--- src/rtl/mem_wb_stage_pkg.sv ---
// Shared definitions for the MEM/WB stage: widths, mem_control bit positions,
// access FSM state encodings and the default memory timeout.
package mem_wb_stage_pkg;

    localparam int DEFAULT_ISA_WIDTH           = 32;
    localparam int DEFAULT_REG_FILE_ADDR_WIDTH = 5;
    localparam int MEM_TIMEOUT_CYCLES          = 16;

    localparam int MEM_WRITE_BIT = 1;
    localparam int MEM_READ_BIT  = 0;

    typedef enum logic [0:0] {
        MEM_ST_IDLE = 1'b0,
        MEM_ST_WAIT = 1'b1
    } mem_state_e;

    function automatic logic is_mem_access(input logic no_op, input logic [1:0] mem_control);
        return ~no_op & (mem_control != 2'b00);
    endfunction

endpackage

--- src/rtl/mem_wb_stage_if.sv ---
// Data-memory request/ready bus between the MEM stage (master) and the memory (slave).
interface mem_wb_stage_if
    import mem_wb_stage_pkg::*;
#(
    parameter int ISA_WIDTH = DEFAULT_ISA_WIDTH
);

    logic                 req;
    logic                 we;
    logic [ISA_WIDTH-1:0] addr;
    logic [ISA_WIDTH-1:0] wdata;
    logic                 ready;
    logic [ISA_WIDTH-1:0] rdata;

    modport master (
        output req,
        output we,
        output addr,
        output wdata,
        input  ready,
        input  rdata
    );

    modport slave (
        input  req,
        input  we,
        input  addr,
        input  wdata,
        output ready,
        output rdata
    );

endinterface

--- src/rtl/mem_wb_stage_access_fsm.sv ---
// Memory access controller: tracks an outstanding request, raises the stall,
// and aborts with a sticky bus_error after TIMEOUT_CYCLES unanswered req cycles.
module mem_access_fsm
    import mem_wb_stage_pkg::*;
#(
    parameter int TIMEOUT_CYCLES = MEM_TIMEOUT_CYCLES
) (
    input  logic clk,
    input  logic rst_n,
    input  logic access,
    input  logic dmem_ready,
    output logic dmem_req,
    output logic mem_stall,
    output logic timeout_hit,
    output logic bus_error
);

    localparam int CNT_W = (($clog2(TIMEOUT_CYCLES) + 1) > 8) ? ($clog2(TIMEOUT_CYCLES) + 1) : 8;
    localparam logic [CNT_W-1:0] CNT_LAST = CNT_W'(TIMEOUT_CYCLES - 1);

    mem_state_e       state;
    logic [CNT_W-1:0] cnt;

    // cnt counts req cycles already spent, so the last allowed cycle is CNT_LAST
    assign timeout_hit = (state == MEM_ST_WAIT) && (cnt == CNT_LAST) && !dmem_ready;
    assign mem_stall   = access && !dmem_ready && !timeout_hit;
    assign dmem_req    = access && ((state == MEM_ST_IDLE) || (state == MEM_ST_WAIT));

    always_ff @(posedge clk or negedge rst_n) begin
        if (!rst_n) begin
            state     <= MEM_ST_IDLE;
            cnt       <= '0;
            bus_error <= 1'b0;
        end else begin
            case (state)
                MEM_ST_IDLE: begin
                    if (access && !dmem_ready) begin
                        state <= MEM_ST_WAIT;
                        cnt   <= CNT_W'(1);
                    end
                end
                MEM_ST_WAIT: begin
                    if (dmem_ready) begin
                        state <= MEM_ST_IDLE;
                        cnt   <= '0;
                    end else if (timeout_hit) begin
                        state     <= MEM_ST_IDLE;
                        cnt       <= '0;
                        bus_error <= 1'b1;
                    end else begin
                        cnt <= cnt + CNT_W'(1);
                    end
                end
                default: begin
                    state <= MEM_ST_IDLE;
                    cnt   <= '0;
                end
            endcase
        end
    end

endmodule

--- src/rtl/mem_wb_stage.sv ---
// MEM-stage access controller fused with the MEM/WB pipeline register.
// Optional build macro MEM_MISALIGN_CHECK_EN drops non-word-aligned accesses.
module mem_wb_stage
    import mem_wb_stage_pkg::*;
#(
    parameter int ISA_WIDTH           = DEFAULT_ISA_WIDTH,
    parameter int REG_FILE_ADDR_WIDTH = DEFAULT_REG_FILE_ADDR_WIDTH,
    parameter int TIMEOUT_CYCLES      = MEM_TIMEOUT_CYCLES
) (
    input  logic                           clk,
    input  logic                           rst_n,
    input  logic                           mem_no_op,
    input  logic                           mem_reg_write_enable,
    input  logic [1:0]                     mem_mem_control,
    input  logic [ISA_WIDTH-1:0]           mem_alu_result,
    input  logic [ISA_WIDTH-1:0]           mem_store_data,
    input  logic [REG_FILE_ADDR_WIDTH-1:0] mem_dest_reg_idx,
    mem_wb_stage_if.master                 dmem,
    output logic                           mem_stall,
    output logic                           wb_no_op,
    output logic                           wb_reg_write_enable,
    output logic                           wb_mem_read,
    output logic [ISA_WIDTH-1:0]           wb_alu_result,
    output logic [ISA_WIDTH-1:0]           wb_mem_data,
    output logic [REG_FILE_ADDR_WIDTH-1:0] wb_dest_reg_idx,
    output logic                           bus_error
`ifdef MEM_MISALIGN_CHECK_EN
    ,
    output logic                           misalign_error
`endif
);

    logic is_write;
    logic is_read;
    logic raw_access;
    logic misaligned;
    logic access;
    logic timeout_hit;

    // Both control bits set is a write, so a read only counts without the write bit
    assign is_write   = mem_mem_control[MEM_WRITE_BIT];
    assign is_read    = mem_mem_control[MEM_READ_BIT] & ~is_write;
    assign raw_access = is_mem_access(mem_no_op, mem_mem_control);

`ifdef MEM_MISALIGN_CHECK_EN
    assign misaligned = raw_access & (mem_alu_result[1:0] != 2'b00);
`else
    assign misaligned = 1'b0;
`endif

    assign access = raw_access & ~misaligned;

    assign dmem.we    = is_write;
    assign dmem.addr  = mem_alu_result;
    assign dmem.wdata = mem_store_data;

    mem_access_fsm #(
        .TIMEOUT_CYCLES (TIMEOUT_CYCLES)
    ) u_access_fsm (
        .clk         (clk),
        .rst_n       (rst_n),
        .access      (access),
        .dmem_ready  (dmem.ready),
        .dmem_req    (dmem.req),
        .mem_stall   (mem_stall),
        .timeout_hit (timeout_hit),
        .bus_error   (bus_error)
    );

    // Stalled, aborted or misaligned instructions leave a bubble so each one retires once
    always_ff @(posedge clk or negedge rst_n) begin
        if (!rst_n) begin
            wb_no_op            <= 1'b0;
            wb_reg_write_enable <= 1'b0;
            wb_mem_read         <= 1'b0;
            wb_alu_result       <= '0;
            wb_mem_data         <= '0;
            wb_dest_reg_idx     <= '0;
        end else if (mem_stall || timeout_hit || misaligned) begin
            wb_no_op            <= 1'b1;
            wb_reg_write_enable <= 1'b0;
        end else begin
            wb_no_op            <= mem_no_op;
            wb_reg_write_enable <= mem_reg_write_enable & ~mem_no_op;
            wb_mem_read         <= is_read;
            wb_alu_result       <= mem_alu_result;
            wb_dest_reg_idx     <= mem_dest_reg_idx;
            if (access && is_read) begin
                wb_mem_data <= dmem.rdata;
            end
        end
    end

`ifdef MEM_MISALIGN_CHECK_EN
    always_ff @(posedge clk or negedge rst_n) begin
        if (!rst_n) begin
            misalign_error <= 1'b0;
        end else begin
            misalign_error <= misaligned;
        end
    end
`endif

endmodule

--- src/flat_wrapper.sv ---
// flat-port wrapper written by rule: the top's interface ports become plain ports
module mem_wb_stage_flat import mem_wb_stage_pkg::*;
#(
    parameter int ISA_WIDTH           = DEFAULT_ISA_WIDTH,
    parameter int REG_FILE_ADDR_WIDTH = DEFAULT_REG_FILE_ADDR_WIDTH,
    parameter int TIMEOUT_CYCLES      = MEM_TIMEOUT_CYCLES
)
  (clk, rst_n, mem_no_op, mem_reg_write_enable, mem_mem_control, mem_alu_result, mem_store_data, mem_dest_reg_idx, mem_stall, wb_no_op, wb_reg_write_enable, wb_mem_read, wb_alu_result, wb_mem_data, wb_dest_reg_idx, bus_error, dmem_req, dmem_we, dmem_addr, dmem_wdata, dmem_ready, dmem_rdata);
  mem_wb_stage_if #(.ISA_WIDTH(ISA_WIDTH)) dmem_i ();
  input  logic clk;
  input  logic rst_n;
  input  logic mem_no_op;
  input  logic mem_reg_write_enable;
  input  logic [1:0] mem_mem_control;
  input  logic [ISA_WIDTH-1:0] mem_alu_result;
  input  logic [ISA_WIDTH-1:0] mem_store_data;
  input  logic [REG_FILE_ADDR_WIDTH-1:0] mem_dest_reg_idx;
  output logic mem_stall;
  output logic wb_no_op;
  output logic wb_reg_write_enable;
  output logic wb_mem_read;
  output logic [ISA_WIDTH-1:0] wb_alu_result;
  output logic [ISA_WIDTH-1:0] wb_mem_data;
  output logic [REG_FILE_ADDR_WIDTH-1:0] wb_dest_reg_idx;
  output logic bus_error;
  output wire logic [$bits(dmem_i.req)-1:0] dmem_req;
  output wire logic [$bits(dmem_i.we)-1:0] dmem_we;
  output wire logic [$bits(dmem_i.addr)-1:0] dmem_addr;
  output wire logic [$bits(dmem_i.wdata)-1:0] dmem_wdata;
  input wire logic [$bits(dmem_i.ready)-1:0] dmem_ready;
  input wire logic [$bits(dmem_i.rdata)-1:0] dmem_rdata;
  assign dmem_req = dmem_i.req;
  assign dmem_we = dmem_i.we;
  assign dmem_addr = dmem_i.addr;
  assign dmem_wdata = dmem_i.wdata;
  assign dmem_i.ready = dmem_ready;
  assign dmem_i.rdata = dmem_rdata;
  mem_wb_stage #(.ISA_WIDTH(ISA_WIDTH), .REG_FILE_ADDR_WIDTH(REG_FILE_ADDR_WIDTH), .TIMEOUT_CYCLES(TIMEOUT_CYCLES)) u_core (.clk(clk), .rst_n(rst_n), .mem_no_op(mem_no_op), .mem_reg_write_enable(mem_reg_write_enable), .mem_mem_control(mem_mem_control), .mem_alu_result(mem_alu_result), .mem_store_data(mem_store_data), .mem_dest_reg_idx(mem_dest_reg_idx), .dmem(dmem_i), .mem_stall(mem_stall), .wb_no_op(wb_no_op), .wb_reg_write_enable(wb_reg_write_enable), .wb_mem_read(wb_mem_read), .wb_alu_result(wb_alu_result), .wb_mem_data(wb_mem_data), .wb_dest_reg_idx(wb_dest_reg_idx), .bus_error(bus_error));
endmodule
--- config.mk ---
export PLATFORM = sky130hd
export DESIGN_NAME = mem_wb_stage_flat
export DESIGN_NICKNAME = d
export VERILOG_FILES = /design/src/rtl/mem_wb_stage_pkg.sv /design/src/rtl/mem_wb_stage_if.sv /design/src/rtl/mem_wb_stage_access_fsm.sv /design/src/rtl/mem_wb_stage.sv /design/src/flat_wrapper.sv
export SDC_FILE = /design/constraint.sdc
export NUM_CORES = 1
export LEC_CHECK = 0
export ABC_AREA = 1
export CORE_ASPECT_RATIO = 0.7
export CORE_MARGIN = 2
export CORE_UTILIZATION = 40
export CTS_CLUSTER_SIZE = 24
export DETAILED_ROUTE_END_ITERATION = 7
export PLACE_DENSITY_LB_ADDON = 0.08
export SETUP_SLACK_MARGIN = 0.5
export SYNTH_ARGS = -nofsm -noshare
export SYNTH_HDL_FRONTEND = slang
export SYNTH_SLANG_ARGS = --single-unit
--- constraint.sdc ---
create_clock -name clk -period 4.53 [get_ports clk]
set_input_delay 1.1325 -clock clk [delete_from_list [all_inputs] [get_ports clk]]
set_output_delay 1.1325 -clock clk [all_outputs]
set_load 0.005 [all_outputs]
==> results_dict.tcl, run 1 <==
set metrics [dict create \
    status "finished clean" \
    setup_slack_ps 739 \
    cts_hold_buf 0 \
    p_leak_nw 2.72 \
    multiInputGateArea_mm2 0.00109 \
    syn_area_mm2 0.00391 \
    hold_path.class "flop to flop" \
    cp.depth 6 \
    final_layout_size_suffix_gt1_frac 0.0448 \
    final-hold-violation-count 0 \
    path_class "primary input to primary output" \
    synth_area_per_cell_um2 8.41 \
    syn_inst 465 \
    r2r_start "u_core.u_access_fsm.cnt[0]$_DFFE_PN0P_" \
    worst_hold_slack_ps 468 \
    synthDominantCellAreaShare 0.525 \
    rows 30 \
    detail-route-antenna-nets 0 \
    finalSetupViolCount 0 \
    fin_crit_sh 0.837 \
    grt_pass1_vias 3179 \
    yosysMostFrequentCell "nand2_1" \
    powerDensity_mw_per_mm2 358 \
    seq_area_mm2 0.00205 \
    wl_per_cell_um 14.2 \
    numCtsBuffers 9 \
    cts_resized 0 \
    worst_slew_pin_slew_ps 1050 \
    critical_path.top_delay_family "buffers and inverters" \
    drc 0 \
    antenna_found_initial 0 \
    hpwl_um 7070 \
    crit_arrival_ps 2660 \
    grt_pass1_wl_um 15600 \
    synth_seq_cells 82 \
    routed_wl_um 10000 \
    grt-ovfl-total 0 \
    rr_endpoint "u_core.wb_alu_result[0]$_DFFE_PN0N_" \
    async_flop_share 1.00 \
    vias_per_cell 4.66 \
    end_kind "primary output" \
    die_area_mm2 0.0106 \
    yosysUniqueCellTypes 19 \
    area_delta_synth_final_pct 44.1 \
    finalNetCount 687 \
    drt_first_pass_iters 4 \
    synth_edf_count 0 \
    die_w_um 122 \
    period_minus_slack_ps 3790 \
    hp-start "u_core.wb_alu_result[7]$_DFFE_PN0N_" \
    cts_setup_buffers 0 \
    clock-skew-final_ps 3.38 \
    io_buffer_count 183 \
    initialDrtViolationCount 202 \
    synth_seq_area_share 0.525 \
    reg2reg_depth 8 \
    clk_pin_slew_ps 60 \
    max_stage_delay_ps 530 \
    slew_viol_final 0 \
    cts_sinks 82 \
    fmax_mhz 264 \
    synth_commonest_cells "nand2_1, dfrtp_1, buf_4" \
    crit_end "mem_stall" \
    cp_max_fo 3 \
    crit_buf_inv 3 \
    yosysWarnings 0 \
    crit_path_start "mem_mem_control[1]" \
    rsz0062_at_grt "no" \
    relSlewSlack 0.301 \
    place_congestion 0.814 \
    core_mm2 0.00961 \
    synth_flop_cell "dfrtp_1" \
    n_fill_cell 862 \
    cts_buffer_depth 2 \
    setup_tns_ps 0 \
    die_h_um 86.7 \
    track_usage 0.192 \
    max-cap-violations 0 \
    pre_cts_ws_ps 760 \
    synthesis.nets 574 \
    startpoint_type "primary input" \
    r2r_setup_slack_ps 2400 \
    start_util 0.407 \
    synth_area_leader_cell "dfrtp_1" \
    slowest_stage "clkdlybuf4s50_1" \
    path_cells "clkdlybuf4s50_1, inv_1, a21oi_1, nand2_2, a21oi_1, clkdlybuf4s50_1" \
    insertion_delay_ps 320 \
    root_buffer "clkbuf_16" \
    htreeDepth 3 \
    cts_tree "yes" \
    required_ps 3400 \
    grt_max_degree 83 \
    pin_count 248 \
    peakVddDrop_uv 187 \
    power_mw 2.02 \
    num_vias 3302 \
    diodes 0 \
    synth_area_leaders "dfrtp_1, nand2_1, buf_4" \
]
-- registers in the layout, indices dropped and copies added, names as in the netlist --
register and count:
u_core.wb_alu_result 32, u_core.wb_mem_data 32, u_core.u_access_fsm.cnt 8, u_core.wb_dest_reg_idx 5
u_core.u_access_fsm.bus_error 1, u_core.u_access_fsm.state 1, u_core.wb_mem_read 1, u_core.wb_no_op 1
u_core.wb_reg_write_enable 1
-- logic make-up after synthesis --
| group | after synthesis | synth area share |
|---|---|---|
| buffers and inverters | 132 | 0.195 |
| DFF | 82 | 0.525 |
| and+or+nand+nor | 214 | 0.231 |
| adders and majority gates | 1 | 0.00320 |
| AOI/OAI and AO/OA | 36 | 0.0461 |
-- layout make-up --
type | instances | share of cell area
flip-flops and latches | 82 | 0.364
repair buffers | 187 | 0.330
multi-input cells | 251 | 0.194
clock buffers | 12 | 0.0455
inverters | 47 | 0.0313
well taps | 128 | 0.0284
clock inverters | 2 | 0.00666
-- cell usage in the layout (no fill, tap or decap), drive strengths merged --
master | Yosys | layout
a21oi | 2 | 2
nand3 | 46 | 46
bufinv | 0 | 1
inv | 47 | 47
ha | 1 | 1
clkinvlp | 0 | 1
buf | 74 | 5
clkdlybuf4s50 | 0 | 182
nand4 | 10 | 10
nor2 | 11 | 11
clkbuf | 11 | 12
o21ai | 34 | 34
nand2 | 146 | 146
dfrtp | 82 | 82
or2 | 1 | 1
-- report_power, final --
| group | switching (mW) | internal (mW) |
|---|---|---|
| sequential | 0.0548 | 0.822 |
| combinational | 0.158 | 0.267 |
| clock | 0.266 | 0.451 |
-- worst reg2reg max path, cell delays in order, from the launching register on --
cell and delay (ps):
dfrtp_1 440, ha_1 300, nand2_1 130, nor2_2 130
nand4_2 110, nand2_1 390, buf_4 400, nand2_1 90
nand2_1 80
-- worst min-delay path by stage --
stage,end,slack (ps),cells after the start
5_1_grt,u_core.wb_alu_result[7]$_DFFE_PN0N_,490,2
2_1_floorplan,u_core.u_access_fsm.bus_error$_DFFE_PN0P_,460,2
3_3_place_gp,u_core.u_access_fsm.bus_error$_DFFE_PN0P_,450,2
3_5_place_dp,u_core.u_access_fsm.bus_error$_DFFE_PN0P_,460,2
4_1_cts,u_core.wb_alu_result[10]$_DFFE_PN0N_,470,2
6_report,u_core.wb_alu_result[7]$_DFFE_PN0N_,470,2
-- per-layer routing --
| metal | wire length [um] | vias to the layer above | track usage |
|---|---|---|---|
| li1 | - | 1612 | - |
| met1 | 4160 | 1527 | 0.237 |
| met2 | 4770 | 130 | 0.311 |
| met3 | 858 | 33 | 0.0632 |
| met4 | 243 | 0 | 0.0825 |
| met5 | 0 | - | 0 |
-- per-stage QoR --
| step | instances | util | instance area (um2) |
|---|---|---|---|
| after floorplan | 465 | - | 3910 |
| after global placement | 695 | 0.556 | 5340 |
| after detailed placement | 695 | 0.556 | 5340 |
| after CTS | 709 | 0.587 | 5640 |
| after global routing | 709 | 0.587 | 5640 |
| final | 709 | 0.587 | 5640 |
Power figures use the tool's default switching activity.
==> run 2, diff against run 1 <==
--- a/config.mk
+++ b/config.mk
@@ -8,7 +8,7 @@
 export ABC_AREA = 1
 export CORE_ASPECT_RATIO = 0.7
 export CORE_MARGIN = 2
-export CORE_UTILIZATION = 40
+export CORE_UTILIZATION = 33
 export CTS_CLUSTER_SIZE = 24
 export DETAILED_ROUTE_END_ITERATION = 7
 export PLACE_DENSITY_LB_ADDON = 0.08
==> constraint.sdc (replaced) <==
create_clock -name clk -period 3.3 [get_ports clk]
set_input_delay 0.825 -clock clk [delete_from_list [all_inputs] [get_ports clk]]
set_output_delay 0.825 -clock clk [all_outputs]
set_load 0.005 [all_outputs]
==> run 2 against run 1 <==
Compared with the run above:
- critical path depth unchanged
- sequential cell count unchanged
- clock skew rose by 1.3 ps
- non-clock buffer count stayed put
- sequential share of layout area shrank 0.37 points
- first-iteration DRC count is 42% lower
- sequential power rose by 38%
- final cell count rose by 4.4%
- worst setup slack worse by 130 ps
- register-to-register slack lost 850 ps
- utilization is 9.7 points lower
- combinational power up 36%
- critical endpoint unchanged
==> results_dict.tcl, run 2 (synthesized netlist as in run 1, its figures left out) <==
set metrics [dict create \
    r2r_start "u_core.u_access_fsm.cnt[0]$_DFFE_PN0P_" \
    grt_pass1_vias 3056 \
    io_buffer_count 183 \
    die_h_um 95.1 \
    max_stage_delay_ps 470 \
    path_cells "clkdlybuf4s50_1, inv_1, a21oi_2, nand2_2, a21oi_1, clkbuf_2" \
    rr_endpoint "u_core.wb_alu_result[5]$_DFFE_PN0N_" \
    vias_per_cell 4.40 \
    pin_count 248 \
    clk_pin_slew_ps 60 \
    reg_top3 "u_core.wb_alu_result: 32 flops, u_core.wb_mem_data: 32 flops, u_core.u_access_fsm.cnt: 8 flops" \
    num_vias 3255 \
    diodes 0 \
    startpoint_type "primary input" \
    clock_power_share 0.357 \
    postPlaceCellArea_mm2 0.00539 \
    finalSetupViolCount 0 \
    period_minus_slack_ps 2690 \
    slowest_stage "clkdlybuf4s50_1" \
    fin_crit_sh 0.816 \
    numCtsBuffers 9 \
    seq_area_mm2 0.00205 \
    core_mm2 0.0116 \
    place_congestion 0.809 \
    p_leak_nw 2.73 \
    crit_end "mem_stall" \
    multiInputGateArea_mm2 0.00111 \
    hold_path.class "flop to flop" \
    die_w_um 134 \
    finalNetCount 687 \
    worst_hold_slack_ps 469 \
    final_layout_size_suffix_gt1_frac 0.0549 \
    cts_buffer_depth 2 \
    track_usage 0.160 \
    peakVddDrop_uv 234 \
    clock-skew-final_ps 4.70 \
    worst_slew_pin_slew_ps 1050 \
    drt_first_pass_iters 4 \
    area_delta_synth_final_pct 45.7 \
    status "finished clean" \
    max-cap-violations 0 \
    n_fill_cell 1119 \
    cts_tree "yes" \
    drc 0 \
    cts_hold_buf 0 \
    insertion_delay_ps 330 \
    cp_max_fo 2 \
    fmax_mhz 371 \
    powerDensity_mw_per_mm2 487 \
    grt_max_degree 83 \
    p_seq_frac 0.434 \
    end_kind "primary output" \
    pwr-share-comb 0.209 \
    switching_power_mw 0.674 \
    routed_wl_um 10100 \
    design_area_mm2 0.00570 \
    relSlewSlack 0.303 \
    wl_per_cell_um 13.7 \
    hpwl_um 7020 \
    detail-route-antenna-nets 0 \
    reg2reg_depth 8 \
    htreeDepth 3 \
    path_class "primary input to primary output" \
    antenna_found_initial 0 \
    slew_viol_final 0 \
    required_ps 2470 \
    swShare 0.243 \
    crit_arrival_ps 1870 \
    rows 33 \
    rsz0062_at_grt "no" \
    layout_commonest_cell "clkdlybuf4s50_1" \
    grt_pass1_wl_um 15800 \
    p_int_mw 2.10 \
    initialDrtViolationCount 117 \
    crit_path_start "mem_mem_control[0]" \
    grt-ovfl-total 0 \
    final-hold-violation-count 0 \
    cts_sinks 82 \
    r2r_setup_slack_ps 1550 \
    root_buffer "clkbuf_16" \
    final_cell_mix "clkdlybuf4s50_1, nand2_1, dfrtp_1, nand3_1, inv_1" \
    start_util 0.336 \
    die_area_mm2 0.0128 \
    setup_tns_ps 0 \
]
run 2: power groups by stage:
| stage | clock, mW | combinational [mW] | sequential (mW) |
|---|---|---|---|
| CTS | 1.04 | 0.593 | 1.21 |
| floorplan | 0 | 0.211 | 1.22 |
| finish | 0.991 | 0.580 | 1.21 |
| global route | 1.08 | 0.643 | 1.22 |
| detailed placement | 0 | 0.591 | 1.22 |
| global placement | 0 | 0.588 | 1.22 |
run 2: metrics by stage:
step	instances	power, mW	setup slack (ps)	utilization
detailed placement	724	1.81	158	0.463
global placement	724	1.81	200	0.463
global route	740	2.94	524	0.489
CTS	740	2.83	454	0.489
floorplan	465	1.43	902	-
finish	740	2.78	606	0.489
run 2: final cells by class:
cell class / count / share of cell area
Clock buffer: 12 / 0.0433
Tap cell: 157 / 0.0345
Sequential cell: 82 / 0.360
Multi-Input combinational cell: 251 / 0.194
Clock inverter: 4 / 0.00900
Inverter: 47 / 0.0310
Timing Repair Buffer: 187 / 0.328
run 2: critical path: cells and delay by family:
| kind | cells | cell delay, ps |
|---|---|---|
| buffers and inverters | 3 | 680 |
| AOI/OAI and AO/OA | 2 | 290 |
| and+or+nand+nor | 1 | 70 |
run 2: how the worst min path moves through the flow:
stage / start / end / cells past startpoint
after global placement: u_core.wb_alu_result[17]$_DFFE_PN0N_ / u_core.wb_alu_result[17]$_DFFE_PN0N_ / 2
after global routing: u_core.wb_alu_result[17]$_DFFE_PN0N_ / u_core.wb_alu_result[17]$_DFFE_PN0N_ / 2
after floorplan: u_core.u_access_fsm.bus_error$_DFFE_PN0P_ / u_core.u_access_fsm.bus_error$_DFFE_PN0P_ / 2
after detailed placement: u_core.wb_alu_result[17]$_DFFE_PN0N_ / u_core.wb_alu_result[17]$_DFFE_PN0N_ / 2
after CTS: u_core.wb_alu_result[17]$_DFFE_PN0N_ / u_core.wb_alu_result[17]$_DFFE_PN0N_ / 2
final: u_core.wb_alu_result[16]$_DFFE_PN0N_ / u_core.wb_alu_result[16]$_DFFE_PN0N_ / 2
run 2: repair_timing:
| action | 4_1_cts | 5_1_grt |
|---|---|---|
| gates cloned | 0 | 0 |
| resized for setup | 3 | 6 |
| endpoints found under the setup margin | 2 | 1 |
| buffers inserted | 0 | 0 |
| pin swaps | 0 | 1 |
run 2: metal layers:
metal	vias to the layer above	GRT usage	wire length [um]
met5	-	0	0
met4	0	0.0447	93
met3	17	0.0712	944
met2	132	0.257	4830
met1	1495	0.198	4260
li1	1611	-	-
